===== src/rtl/reg_write_arbiter.sv =====
// reg_write_arbiter: shares the single write port of a register bank between
// NUM_REQ requesters. Round-robin grant with an optional per-ownership hold
// limit (MAX_HOLD, 0 = unlimited). Every release passes through one IDLE cycle.
// Build option: define ARB_FIXED_PRIO_EN to replace round robin with fixed
// priority (lowest requesting index wins).
module reg_write_arbiter #(
    parameter int unsigned NUM_REQ    = 3,
    parameter int unsigned DATA_WIDTH = 32,
    parameter int unsigned ADDR_WIDTH = 5,
    parameter int unsigned MAX_HOLD   = 8
) (
    input  logic                          clock,
    input  logic                          reset,
    input  logic [NUM_REQ-1:0]            req_in,
    input  logic [NUM_REQ-1:0]            we_in,
    input  logic [NUM_REQ*ADDR_WIDTH-1:0] addr_in,
    input  logic [NUM_REQ*DATA_WIDTH-1:0] wdata_in,
    output logic [NUM_REQ-1:0]            grant,
    output logic                          reg_we,
    output logic [ADDR_WIDTH-1:0]         reg_addr,
    output logic [DATA_WIDTH-1:0]         reg_wdata,
    output logic                          busy
);

    localparam int unsigned IDXW = (NUM_REQ > 1) ? $clog2(NUM_REQ) : 1;
    localparam int unsigned HCW  = (MAX_HOLD > 0) ? $clog2(MAX_HOLD + 1) : 1;
    localparam bit             HOLD_EN   = (MAX_HOLD != 0);
    localparam logic [HCW-1:0] HOLD_LAST = HCW'((MAX_HOLD == 0) ? 0 : MAX_HOLD - 1);

    typedef enum logic {
        IDLE = 1'b0,
        OWN  = 1'b1
    } state_t;

    state_t              state, state_nxt;
    logic [NUM_REQ-1:0]  grant_nxt;
    logic [HCW-1:0]      hold_cnt, hold_nxt;
    logic                pick_valid;
    logic [IDXW-1:0]     pick;
    logic                sel_req, sel_we;
    logic [ADDR_WIDTH-1:0] sel_addr;
    logic [DATA_WIDTH-1:0] sel_wdata;

`ifndef ARB_FIXED_PRIO_EN
    logic [IDXW-1:0]     last_ptr;

    // Round-robin pick: first requester in cyclic order after last_ptr
    always_comb begin
        int unsigned idx;
        pick_valid = 1'b0;
        pick       = '0;
        idx        = 0;
        for (int unsigned off = 1; off <= NUM_REQ; off++) begin
            idx = 32'(last_ptr) + off;
            if (idx >= NUM_REQ) idx = idx - NUM_REQ;
            if (!pick_valid && req_in[IDXW'(idx)]) begin
                pick_valid = 1'b1;
                pick       = IDXW'(idx);
            end
        end
    end

    // Remember the most recent owner; it ranks last in the next arbitration
    always_ff @(posedge clock) begin
        if (reset)
            last_ptr <= IDXW'(NUM_REQ - 1);
        else if (state == IDLE && pick_valid)
            last_ptr <= pick;
    end
`else
    // Fixed-priority pick: scanning downwards leaves the lowest requester
    always_comb begin
        pick_valid = 1'b0;
        pick       = '0;
        for (int unsigned i = NUM_REQ; i > 0; i--) begin
            if (req_in[IDXW'(i - 1)]) begin
                pick_valid = 1'b1;
                pick       = IDXW'(i - 1);
            end
        end
    end
`endif

    // Select the granted requester's signals; grant is zero outside OWN so all fall to 0
    always_comb begin
        sel_req   = 1'b0;
        sel_we    = 1'b0;
        sel_addr  = '0;
        sel_wdata = '0;
        for (int unsigned i = 0; i < NUM_REQ; i++) begin
            if (grant[IDXW'(i)]) begin
                sel_req   = req_in[IDXW'(i)];
                sel_we    = we_in[IDXW'(i)];
                sel_addr  = addr_in[i*ADDR_WIDTH +: ADDR_WIDTH];
                sel_wdata = wdata_in[i*DATA_WIDTH +: DATA_WIDTH];
            end
        end
    end

    assign reg_we    = (state == OWN) && sel_req && sel_we && !reset;
    assign reg_addr  = sel_addr;
    assign reg_wdata = sel_wdata;
    assign busy      = (state == OWN);

    // Next-state logic: grant from IDLE, release on request drop or hold limit
    always_comb begin
        state_nxt = state;
        grant_nxt = grant;
        hold_nxt  = hold_cnt;
        case (state)
            IDLE: begin
                if (pick_valid) begin
                    state_nxt       = OWN;
                    grant_nxt       = '0;
                    grant_nxt[pick] = 1'b1;
                    hold_nxt        = '0;
                end
            end
            OWN: begin
                if (hold_cnt != '1) hold_nxt = hold_cnt + 1'b1;
                if (!sel_req || (HOLD_EN && hold_cnt == HOLD_LAST)) begin
                    state_nxt = IDLE;
                    grant_nxt = '0;
                end
            end
            default: begin
                state_nxt = IDLE;
                grant_nxt = '0;
            end
        endcase
    end

    // State, grant and hold counter registers
    always_ff @(posedge clock) begin
        if (reset) begin
            state    <= IDLE;
            grant    <= '0;
            hold_cnt <= '0;
        end else begin
            state    <= state_nxt;
            grant    <= grant_nxt;
            hold_cnt <= hold_nxt;
        end
    end

endmodule


===== config.mk =====
export PLATFORM = sky130hd
export DESIGN_NAME = reg_write_arbiter
export DESIGN_NICKNAME = d
export VERILOG_FILES = /design/src/rtl/reg_write_arbiter.sv
export SDC_FILE = /design/constraint.sdc
export NUM_CORES = 1
export LEC_CHECK = 0
export ABC_CLOCK_PERIOD_IN_PS = 4700
export BUFFER_PORTS_ARGS = -buffer_cell sky130_fd_sc_hd__buf_4
export CAP_MARGIN = 15
export CORE_MARGIN = 3
export CORE_UTILIZATION = 30
export DETAILED_ROUTE_END_ITERATION = 12
export PLACE_DENSITY = 0.74
export SLEW_MARGIN = 20
export SYNTH_ARGS = -nofsm -noshare
export SYNTH_HDL_FRONTEND = slang
export SYNTH_SLANG_ARGS = --single-unit

===== constraint.sdc =====
create_clock -name clock -period 4.7 [get_ports clock]
set_input_delay 0.47 -clock clock [delete_from_list [all_inputs] [get_ports clock]]
set_output_delay 0.47 -clock clock [all_outputs]
set_load 0.05 [all_outputs]

==> flow_summary.json <==
{
  "status": "finished, final reports clean",
  "synthToLayoutAreaGrowth_pct": 87.4,
  "yosysSeqAreaShare": 0.139,
  "syn_inst": 222,
  "final.setup_skew_ns": 0.000893,
  "finalHoldViolCount": 0,
  "hp-class": "in -> reg",
  "grt_pass1_wl_um": 8760,
  "postCtsResizedCells": 0,
  "ys_ff_latch": 10,
  "cp-end-kind": "register",
  "synth_ff_type": "dfxtp_1",
  "ys_warn_count": 0,
  "crit_path_start_kind": "register",
  "yosysTopAreaCell": "a22oi_1",
  "grt_overflow": 0,
  "place_inst": 414,
  "ys_types": 39,
  "dr_total_vias": 2209,
  "cts_tree": "built",
  "postCtsSetupBuffers": 0,
  "syn_area_per_cell_um2": 6.46,
  "synth_edf_count": 0,
  "crit_path_max_fanout": 14,
  "setup_slack_ns": 1.95,
  "viasPerCell": 5.28,
  "rsz0062_at_grt": "no",
  "drc_errors": 0,
  "die_w_um": 75.2,
  "cts.sinks": 10,
  "r2r_cells": 7,
  "h-tree-depth": 1,
  "clockBufferDepth": 2,
  "grt_pass1_vias": 1820,
  "setup_tns_ns": 0,
  "gp_congestion": 0.800,
  "dieArea_um2": 5650,
  "cp.required_ns": 4.87,
  "dp_hpwl_um": 5320,
  "cap_violations": 0,
  "period_needed_ns": 2.75,
  "critPathKind": "reg -> reg",
  "powerDensity_nw_per_um2": 668,
  "peakVddDrop_mv": 0.294,
  "final_cells": 418,
  "drt-wirelength-per-cell_um": 16.1,
  "first_iter_violations": 82,
  "drv_slew": 0,
  "arrival_ns": 2.93,
  "postCtsHoldBufs": 0,
  "start_util": 0.321,
  "dpl_worst_slack_ns": 1.97,
  "wl_um": 6710,
  "rows": 24,
  "setup_viol": 0,
  "clk_latency_ns": 0.23,
  "grtUsageTotal": 0.195,
  "clk_pin_slew_worst_paths_ns": 0.05,
  "ant_nets": 0,
  "post-synth-top-area-fraction": 0.194,
  "antenna_cells": 0,
  "async_flop_share": 0,
  "hold_depth": 2,
  "numCtsBuffers": 3,
  "register_area_um2": 204,
  "grt_start_max_net_pins": 80,
  "synthTopCellsByArea": "a22oi_1 (19%), dfxtp_1 (14%), o21ai_0 (14%)",
  "root_buffer": "clkbuf_8",
  "fin_crit_sh": 0.586,
  "multi_input_area_um2": 1120,
  "die_h_um": 75.2,
  "synth.cell_area_um2": 1440,
  "fillCellCount": 428,
  "final_cell_mix": "buf_4 (162), nand2_1 (48), o21ai_0 (39)",
  "worst_pin_slew_ns": 0.843,
  "firstDrtPassIters": 4,
  "leakage_nw": 1.27,
  "final_nets": 491,
  "fmax_mhz": 363,
  "syn-num-nets": 346,
  "ios": 161,
  "layout_commonest_cell": "buf_4",
  "drive_above_1_share": 0.473,
  "fp.coreArea_um2": 4470,
  "maxSlewHeadroom": 0.430,
  "antenna_found_initial": 0,
  "port_buffers": 160
}
[through the flow]
| stage | power [W] | util | instance area, um^2 | hold WS (ns) |
|---|---|---|---|---|
| floorplan | 0.00125 | - | 1440 | 0.469 |
| global placement | 0.00167 | 0.587 | 2630 | 0.501 |
| detailed placement | 0.00169 | 0.587 | 2630 | 0.500 |
| CTS | 0.00180 | 0.599 | 2680 | 0.477 |
| global route | 0.00190 | 0.601 | 2690 | 0.485 |
| finish | 0.00180 | 0.601 | 2690 | 0.480 |
[cells in the mapped netlist, types with 3 or more instances]
master / n
clkbuf_1: 15
ha_1: 5
buf_2: 3
o21ai_0: 39
buf_1: 3
nand3_1: 3
dfxtp_1: 10
nor2_1: 3
a21oi_1: 8
a21o_1: 3
a22oi_1: 37
nand2_1: 48
inv_1: 7
and2_1: 3
[sequential cells by signal (all words and copies together) (netlist names)]
signal    count
hold_cnt      4
grant         3
busy          1
last_ptr      2
[power breakdown]
group | switching, W | internal (W)
clock network | 0.0000302 | 0.0000733
logic | 0.00101 | 0.000489
registers | 0.0000830 | 0.000113
total | 0.00112 | 0.000675
[cell type report]
cell class	instances	share of cell area
well taps	52	0.0242
inverters	7	0.00977
multi-input cells	183	0.417
repair buffers	162	0.452
flip-flops and latches	10	0.0758
clock buffers	4	0.0205
[final timing paths]
kind	start	slack [ns]	end
hold reg to reg	hold_cnt[1]	0.51	hold_cnt[1]
setup reg to reg	last_ptr[0]	1.95	grant[1]
setup / recovery	last_ptr[0]	1.95	grant[1]
hold / removal	reset	0.48	hold_cnt[1]
[worst max-delay path: stages, from the launching register on]
cell	delay [ns]
dfxtp_1	0.47
inv_1	0.14
ha_1	0.48
or2b_1	0.28
a21o_1	0.19
a41oi_1	0.71
nand3_1	0.19
a21bo_2	0.23
[logic make-up (layout without fill, tap and decap cells)]
kind of cell | Yosys count | in the layout | share of synthesized area
AO/OA/AOI/OAI | 102 | 102 | 0.470
XOR/XNOR | 2 | 2 | 0.0122
adder cells (fa/ha/maj) | 5 | 5 | 0.0436
buffers and inverters | 29 | 173 | 0.0837
flip-flops | 10 | 10 | 0.139
multiplexers | 2 | 2 | 0.0183
AND/OR/NAND/NOR | 72 | 72 | 0.233
[per-layer routing]
metal,share of wire,vias up,global-route usage
li1,-,1107,-
met1,0.38,999,0.244
met2,0.50,97,0.341
met3,0.11,6,0.0507
met4,0.010,0,0.0291
met5,0,-,0
Note: power is estimated with default switching activity, not from simulation.
